### config.mk
export PLATFORM = sky130hd
export DESIGN_NAME = farrow_interp
export DESIGN_NICKNAME = d
export VERILOG_FILES = /design/src/rtl/sync_pkg.sv /design/src/rtl/farrow_interp_mac.sv /design/src/rtl/farrow_interp.sv
export SDC_FILE = /design/constraint.sdc
export NUM_CORES = 2
export LEC_CHECK = 0
export CELL_PAD_IN_SITES_DETAIL_PLACEMENT = 0
export CELL_PAD_IN_SITES_GLOBAL_PLACEMENT = 1
export CORE_MARGIN = 2
export CORE_UTILIZATION = 50
export DETAILED_ROUTE_END_ITERATION = 16
export HOLD_SLACK_MARGIN = 0.08
export PLACE_DENSITY_LB_ADDON = 0.1
export RECOVER_POWER = 100
export SLEW_MARGIN = 20
export SYNTH_ARGS = -nofsm -noshare
export SYNTH_HDL_FRONTEND = slang
export SYNTH_HIERARCHICAL = 1
export SYNTH_SLANG_ARGS = --single-unit
### constraint.sdc
create_clock -name clk -period 13.2 [get_ports clk]
set_clock_uncertainty 0.15 [all_clocks]
set_input_delay 1.32 -clock clk [delete_from_list [all_inputs] [get_ports clk]]
set_output_delay 1.32 -clock clk [all_outputs]
set_load 0.02 [all_outputs]
### src/rtl/sync_pkg.sv
`default_nettype none
`timescale 1ns/1ps
// +--------------------------------------------------------------------------+
// | Module      : sync_pkg                                                    |
// | Description : Shared Q-format constants and helpers for the symbol-sync   |
// |               datapath (timing controller, Farrow interpolator, ...).    |
// |               Q format is sign.integer.fraction = 1.1.14 by default, so   |
// |               1.0 is 'h4000 and the fraction width follows from it.       |
// | Revision    : 1.0 - initial release                                       |
// +--------------------------------------------------------------------------+
package sync_pkg;

   // 1.0 in the Q format; the fractional interval mu lives in [0, Q_ONE).
   localparam int Q_ONE   = 'h4000;
   localparam int Q_SYM   = 1;
   localparam int Q_INT   = 1;
   localparam int Q_DEC   = $clog2(Q_ONE);
   localparam int Q_GUARD = 2;

   // Half an output LSB after dropping frac_width fraction bits: adding this
   // before the arithmetic shift gives round-half-up.
   function automatic int round_const(input int frac_width);
      return 1 << (frac_width - 1);
   endfunction

endpackage : sync_pkg
`default_nettype wire

### src/rtl/farrow_interp_mac.sv
`default_nettype none
`timescale 1ns/1ps
// +--------------------------------------------------------------------------+
// | Module      : farrow_mac                                                  |
// | Description : Registered multiply-accumulate y = round(a*mu >> FRAC) + b.|
// |               The result is either clamped to Y_WIDTH (SATURATE=1) or    |
// |               wrapped (SATURATE=0); clip_o flags a result that did not   |
// |               fit. Result/clip registers load only with vld_i so the     |
// |               output holds between valid pulses.                         |
// | Ports       : clk, rst        - clock, async active-high reset           |
// |               vld_i / vld_o   - input qualifier / registered qualifier   |
// |               a_i, mu_i, b_i  - signed multiplicand, interval, addend    |
// |               y_o, clip_o     - registered result and out-of-range flag  |
// | Revision    : 1.0 - initial release                                       |
// +--------------------------------------------------------------------------+
module farrow_mac
   import sync_pkg::*;
#(
   parameter int A_WIDTH    = 18,
   parameter int MU_WIDTH   = 16,
   parameter int B_WIDTH    = 18,
   parameter int Y_WIDTH    = 18,
   parameter int FRAC_WIDTH = 14,
   parameter int SATURATE   = 0
) (
   input  logic                       clk,
   input  logic                       rst,
   input  logic                       vld_i,
   input  logic signed [A_WIDTH-1:0]  a_i,
   input  logic signed [MU_WIDTH-1:0] mu_i,
   input  logic signed [B_WIDTH-1:0]  b_i,
   output logic signed [Y_WIDTH-1:0]  y_o,
   output logic                       vld_o,
   output logic                       clip_o
);

   // One spare bit over the full product so the rounding add cannot wrap.
   localparam int P_WIDTH = A_WIDTH + MU_WIDTH + 1;
   localparam logic signed [P_WIDTH-1:0] RND   = P_WIDTH'(round_const(FRAC_WIDTH));
   localparam logic signed [P_WIDTH-1:0] Y_MAX = (P_WIDTH'(1) <<< (Y_WIDTH - 1)) - P_WIDTH'(1);
   localparam logic signed [P_WIDTH-1:0] Y_MIN = -(P_WIDTH'(1) <<< (Y_WIDTH - 1));

   logic signed [P_WIDTH-1:0] prod;
   logic signed [P_WIDTH-1:0] rnd;
   logic signed [P_WIDTH-1:0] sum;
   logic signed [Y_WIDTH-1:0] y_d;
   logic                      clip_d;
   logic signed [Y_WIDTH-1:0] y_q;
   logic                      vld_q;
   logic                      clip_q;

   assign prod   = P_WIDTH'(a_i) * P_WIDTH'(mu_i);
   assign rnd    = (prod + RND) >>> FRAC_WIDTH;
   assign sum    = rnd + P_WIDTH'(b_i);
   assign clip_d = (sum > Y_MAX) || (sum < Y_MIN);

   generate
      if (SATURATE != 0) begin : g_sat
         always_comb begin
            y_d = Y_WIDTH'(sum);
            if (sum > Y_MAX) begin
               y_d = Y_WIDTH'(Y_MAX);
            end else if (sum < Y_MIN) begin
               y_d = Y_WIDTH'(Y_MIN);
            end
         end
      end else begin : g_wrap
         assign y_d = Y_WIDTH'(sum);
      end
   endgenerate

   always_ff @(posedge clk or posedge rst) begin
      if (rst) begin
         y_q    <= '0;
         vld_q  <= 1'b0;
         clip_q <= 1'b0;
      end else begin
         vld_q <= vld_i;
         if (vld_i) begin
            y_q    <= y_d;
            clip_q <= clip_d;
         end
      end
   end

   assign y_o    = y_q;
   assign vld_o  = vld_q;
   assign clip_o = clip_q;

endmodule : farrow_mac
`default_nettype wire

### src/rtl/farrow_interp.sv
`default_nettype none
`timescale 1ns/1ps
// +--------------------------------------------------------------------------+
// | Module      : farrow_interp                                               |
// | Description : Piecewise-parabolic Farrow interpolator (alpha = 0.5).     |
// |               Keeps a 4-sample delay line of the matched-filter output   |
// |               and, for each accepted timing strobe, produces one         |
// |               interpolated sample between x(m)=d2 (mu=0) and x(m+1)=d1.  |
// |               Three register stages, one strobe per cycle, no stall.     |
// | Ports       : clk, rst     - clock, async active-high reset              |
// |               data_in      - signed sample-rate input                    |
// |               data_valid   - data_in qualifier                           |
// |               mk, uk       - strobe and fractional interval mu          |
// |               interp_out   - interpolated sample (held between pulses)  |
// |               interp_valid - single-cycle qualifier for interp_out      |
// |               sat_flag     - sticky, set by any clipped result          |
// | Revision    : 1.0 - initial release                                       |
// +--------------------------------------------------------------------------+
module farrow_interp
   import sync_pkg::*;
#(
   parameter int SYM_WIDTH    = Q_SYM,
   parameter int INT_WIDTH    = Q_INT,
   parameter int DEC_WIDTH    = Q_DEC,
   parameter int GUARD_WIDTH  = Q_GUARD,
   localparam int DATA_WIDTH  = SYM_WIDTH + INT_WIDTH + DEC_WIDTH
) (
   input  logic                         clk,
   input  logic                         rst,
   input  logic signed [DATA_WIDTH-1:0] data_in,
   input  logic                         data_valid,
   input  logic                         mk,
   input  logic signed [DATA_WIDTH-1:0] uk,
   output logic signed [DATA_WIDTH-1:0] interp_out,
   output logic                         interp_valid,
   output logic                         sat_flag
);

   localparam int         V_WIDTH   = DATA_WIDTH + GUARD_WIDTH;
   localparam logic [2:0] FILL_FULL = 3'd4;

   // Delay line: d0 = x(m+2) newest ... d3 = x(m-1) oldest.
   logic signed [DATA_WIDTH-1:0] d0_q, d1_q, d2_q, d3_q;
   logic [2:0]                   fill_q, fill_d;
   logic                         accept;

   // Stage 1: Farrow coefficients
   logic signed [V_WIDTH-1:0]    s2, s1, v2_d, v1_d;
   logic signed [V_WIDTH-1:0]    v2_q, v1_q;
   logic signed [DATA_WIDTH-1:0] v0_q, mu1_q;
   logic                         vld1_q;

   // Stage 2 -> 3 side-band (v0 and mu travel alongside t)
   logic signed [DATA_WIDTH-1:0] v0_s2_q, mu2_q;
   logic signed [V_WIDTH-1:0]    t;
   logic                         vld2, clip2;
   logic                         vld3, clip3;
   logic                         sat_hit, sat_q;

   assign accept = data_valid && mk && (fill_q == FILL_FULL);
   assign fill_d = (data_valid && (fill_q != FILL_FULL)) ? fill_q + 3'd1 : fill_q;

   always_ff @(posedge clk or posedge rst) begin
      if (rst) begin
         d0_q   <= '0;
         d1_q   <= '0;
         d2_q   <= '0;
         d3_q   <= '0;
         fill_q <= '0;
      end else begin
         fill_q <= fill_d;
         if (data_valid) begin
            d3_q <= d2_q;
            d2_q <= d1_q;
            d1_q <= d0_q;
            d0_q <= data_in;
         end
      end
   end

   // The 0.5 factors are exact arithmetic shifts (floor); guard bits keep the
   // four-term sums from wrapping for any full-scale input.
   assign s2   = V_WIDTH'(d0_q) - V_WIDTH'(d1_q) - V_WIDTH'(d2_q) + V_WIDTH'(d3_q);
   assign s1   = V_WIDTH'(d1_q) - V_WIDTH'(d0_q) - V_WIDTH'(d2_q) - V_WIDTH'(d3_q);
   assign v2_d = s2 >>> 1;
   assign v1_d = V_WIDTH'(d1_q) + (s1 >>> 1);

   // Captured from the pre-shift delay line, so the sample arriving with the
   // strobe is not part of this interpolation.
   always_ff @(posedge clk or posedge rst) begin
      if (rst) begin
         v2_q    <= '0;
         v1_q    <= '0;
         v0_q    <= '0;
         mu1_q   <= '0;
         vld1_q  <= 1'b0;
         v0_s2_q <= '0;
         mu2_q   <= '0;
      end else begin
         vld1_q <= accept;
         if (accept) begin
            v2_q  <= v2_d;
            v1_q  <= v1_d;
            v0_q  <= d2_q;
            mu1_q <= uk;
         end
         if (vld1_q) begin
            v0_s2_q <= v0_q;
            mu2_q   <= mu1_q;
         end
      end
   end

   // Stage 2: t = round(v2*mu) + v1, kept at the guarded width.
   farrow_mac #(
      .A_WIDTH    (V_WIDTH),
      .MU_WIDTH   (DATA_WIDTH),
      .B_WIDTH    (V_WIDTH),
      .Y_WIDTH    (V_WIDTH),
      .FRAC_WIDTH (DEC_WIDTH),
      .SATURATE   (0)
   ) u_mac_s2 (
      .clk    (clk),
      .rst    (rst),
      .vld_i  (vld1_q),
      .a_i    (v2_q),
      .mu_i   (mu1_q),
      .b_i    (v1_q),
      .y_o    (t),
      .vld_o  (vld2),
      .clip_o (clip2)
   );

   // Stage 3: y = sat(round(t*mu) + v0); its register is the output register.
   farrow_mac #(
      .A_WIDTH    (V_WIDTH),
      .MU_WIDTH   (DATA_WIDTH),
      .B_WIDTH    (DATA_WIDTH),
      .Y_WIDTH    (DATA_WIDTH),
      .FRAC_WIDTH (DEC_WIDTH),
      .SATURATE   (1)
   ) u_mac_s3 (
      .clk    (clk),
      .rst    (rst),
      .vld_i  (vld2),
      .a_i    (t),
      .mu_i   (mu2_q),
      .b_i    (v0_s2_q),
      .y_o    (interp_out),
      .vld_o  (vld3),
      .clip_o (clip3)
   );

   // clip flags are only meaningful in the cycle their stage is valid.
   assign sat_hit = (vld2 && clip2) || (vld3 && clip3);

   always_ff @(posedge clk or posedge rst) begin
      if (rst) begin
         sat_q <= 1'b0;
      end else begin
         sat_q <= sat_q || sat_hit;
      end
   end

   // OR-in the live hit so the flag rises together with the clipped sample.
   assign sat_flag     = sat_q || sat_hit;
   assign interp_valid = vld3;

endmodule : farrow_interp
`default_nettype wire

==> results by group <==
Timing
  – Fin. Hold Viols: 0
  – Max Slew Vio Count: 452
  – Setup TNS: 0 ns
  – Tcrit/Tclk final: 75.86%
  – Slew @ Worst Pin: 4.627 ns
  – Slew margin rel.: -208.5%
  – Tmin final: 10.01 ns
  – Fmax: 99.87 MHz
  – Final setup viols: 0
  – RSZ-0062 raised after global routing: false

Clock network
  – Max H-tree Level: 1
  – Setup Fix Bufs, Post-CTS: 0
  – Root buffer cell: clkbuf_16
  – Max clock buf depth: 3
  – Total CTS buffers: 30
  – Post_cts resized: 0
  – Clock-pin transition on the worst setup and hold timing paths: 0.06 ns
  – Hold_buf cts: 0
  – CTS tree: yes
  – Clk_lat worst skew: 0.60 ns
  – Total clock sinks: 206

Critical path
  – Startpoint class of the critical path: flop
  – R2r setup slk: 3.19 ns
  – Reg2reg start: u_mac_s2/y_o[11]$_DFFE_PP0P_
  – CP endpoint kind: flop
  – Capturing point of the worst reg2reg path: u_mac_s3/y_o[6]$_DFFE_PP0P_
  – R2R depth: 28
  – Critical path depth: 28
  – Critical path class: flop to flop
  – Slowest CP cell: dfrtp_1
  – CP bufs+invs: 4
  – Worst path max stage delay: 0.83 ns
  – CP arrival: 10.27 ns
  – Req. time, crit path: 13.46 ns
  – Crit path to: u_mac_s3/y_o[6]$_DFFE_PP0P_
  – Crit path from: u_mac_s2/y_o[11]$_DFFE_PP0P_
  – CP delay by family, top: compound AO/OA/AOI/OAI gates
  – Most used cell, CP: fa_1
  – CP Max Fanout: 17

Synthesis
  – Mapped Area: 0.03472 mm^2
  – Gate Count Post-Synth: 3726
  – Ys async rst share: 100.0%
  – Synth Warn #: 6
  – Main area contributors after synthesis: fa_1, dfrtp_1, ha_1, inv_1, nand2_1
  – Seq cells post-synth: 206
  – Sequential share of the synthesized area: 14.85%
  – Top-area cell type share of the netlist area: 37.94%
  – Netlist cell types: 87
  – Top_reg_cell synth: dfrtp_1
  – Net count after synthesis: 4681
  – Leading area contributor after synthesis: fa_1
  – Number of synthesized flops with an enable pin: 0
  – Syn Area/Cell: 9.318 um^2

Floorplanning
  – Die area: 0.07156 mm^2
  – Row Count: 96
  – Chip height: 267.5 um
  – Starting Density: 50.53%
  – Die width: 267.5 um
  – Boundary Pins: 54
  – Core ar.: 0.06871 mm^2

Drt
  – Routed vias/inst: 5.275
  – DR DRC count: 0
  – Avg WL per Cell: 19.43 um
  – DRT antenna net count: 0
  – Starting DRT DRC Count: 1309
  – Vias: 24.60k
  – Top sig layer: met4
  – Met3 Wirelength: 4521 um
  – Routed WL: 90620 um
  – Wl on met1: 38660 um
  – Drt pass-1 iters: 5
  – Met2 WL: 44410 um

Global routing
  – Overall global routing resource usage: 27.04%
  – Initial antenna violation count: 6
  – Remaining global-route overflow: 0
  – First-pass GRT wire length: 149200 um
  – Largest net degree at the start of global routing: 131
  – Vias in the first global route: 27.30k

Status
  – Violated checks: max-capacitance violations, max-slew violations
  – Status: complete, but fails checks

Finish
  – Commonest non-fill, non-tap cells in the layout: inv_1, fa_1, nand2_1, ha_1, and2_1
  – Final nets: 4662
  – Commonest non-fill, non-tap cell in the layout: inv_1
  – Layout cells sized above 1: 3.968%
  – Area Overhead vs Synth: 6.574%
  – Filler cell count: 6480

Worst hold path
  – Type of the worst min-delay path: flop to flop

Place
  – IO Port Bufs: 53
  – Post-DP HPWL: 73060 um
  – Final GP Congestion: 0.8783

Run
  – Max-Cap Viols: 6
[layout make-up]
| type | instances | area [um^2] | area share (%) |
|---|---|---|---|
| repair buffers | 78 | 693.2 | 1.873 |
| flip-flops and latches | 206 | 5156 | 13.94 |
| well taps | 931 | 1165 | 3.148 |
| clock inverters | 16 | 166.4 | 0.4498 |
| clock buffers | 39 | 834.6 | 2.256 |
| diodes | 2 | 5.005 | 0.01353 |
| inverters | 825 | 3098 | 8.373 |
| multi-input cells | 2566 | 25880 | 69.95 |
[metrics by stage]
stage | hold slack, ns | util (%) | cell area [um^2] | cells | setup WS [ns]
final | 0.3312 | 53.85 | 37000 | 4663 | 3.187
after global routing | 0.3475 | 53.84 | 36990 | 4661 | 2.389
after CTS | 0.3326 | 54.01 | 37110 | 4661 | 3.236
after detailed placement | 0.3154 | 52.55 | 36100 | 4606 | 3.232
after global placement | 0.3051 | 52.55 | 36100 | 4606 | 3.383
after floorplan | 0.2230 | - | 34720 | 3726 | 4.823
[Yosys cell counts, drive strengths merged, types with 6 or more instances]
master	n
a31oi	16
a21o	45
a211oi	17
inv	825
nand3	22
buf	12
o21ai	175
clkbuf	117
o2111ai	6
nand2	523
nor2b	16
nor3b	7
nor2	100
ha	261
dfrtp	206
nand2b	24
o311ai	14
o21bai	14
mux2	49
nand4	12
o31ai	7
xnor2	81
fa	658
and2	250
a21oi	96
o21a	23
xor2	46
nor3	21
o211ai	10
and3	6
[worst min-delay path by stage]
stage	slack, ns	depth (start not counted)	start	end
6_report	0.33	2	v0_q[8]$_DFFE_PP0P_	v0_q[8]$_DFFE_PP0P_
5_1_grt	0.35	2	d2_q[11]$_DFFE_PP0P_	d3_q[11]$_DFFE_PP0P_
4_1_cts	0.33	2	d2_q[8]$_DFFE_PP0P_	d3_q[8]$_DFFE_PP0P_
3_5_place_dp	0.32	2	d2_q[11]$_DFFE_PP0P_	d3_q[11]$_DFFE_PP0P_
3_3_place_gp	0.31	2	d2_q[8]$_DFFE_PP0P_	d3_q[8]$_DFFE_PP0P_
2_1_floorplan	0.22	0	u_mac_s2/vld_o$_DFF_PP0_	u_mac_s3/vld_o$_DFF_PP0_
[cell families (layout without fill, tap and decap cells)]
| family | after synthesis | count (layout) | share of synthesized area [%] |
|---|---|---|---|
| AND/OR/NAND/NOR | 1000 | 1000 | 13.56 |
| buffers and inverters | 954 | 958 | 10.36 |
| adder cells (fa/ha/maj) | 919 | 919 | 47.35 |
| AO/OA/AOI/OAI | 469 | 469 | 9.035 |
| flip-flops | 206 | 206 | 14.85 |
| XOR/XNOR | 127 | 127 | 3.204 |
| multiplexers | 51 | 51 | 1.647 |
| other | 0 | 2 | 0 |
[tightest hold or removal path: stages, from the launching register on]
cell	delay, ns
dfrtp_1	0.34
nand2_1	0.04
o21ai_0	0.06
[routing by layer]
| layer | global-route usage, % | vias to the layer above |
|---|---|---|
| li1 | - | 11330 |
| met1 | 35.75 | 12610 |
| met2 | 46.06 | 518 |
| met3 | 3.816 | 134 |
| met4 | 8.576 | 0 |
| met5 | 0 | - |
Power is left out: the tool's default activity adds up to more than one toggle a clock period on the data nets, which glitch-free logic cannot reach.
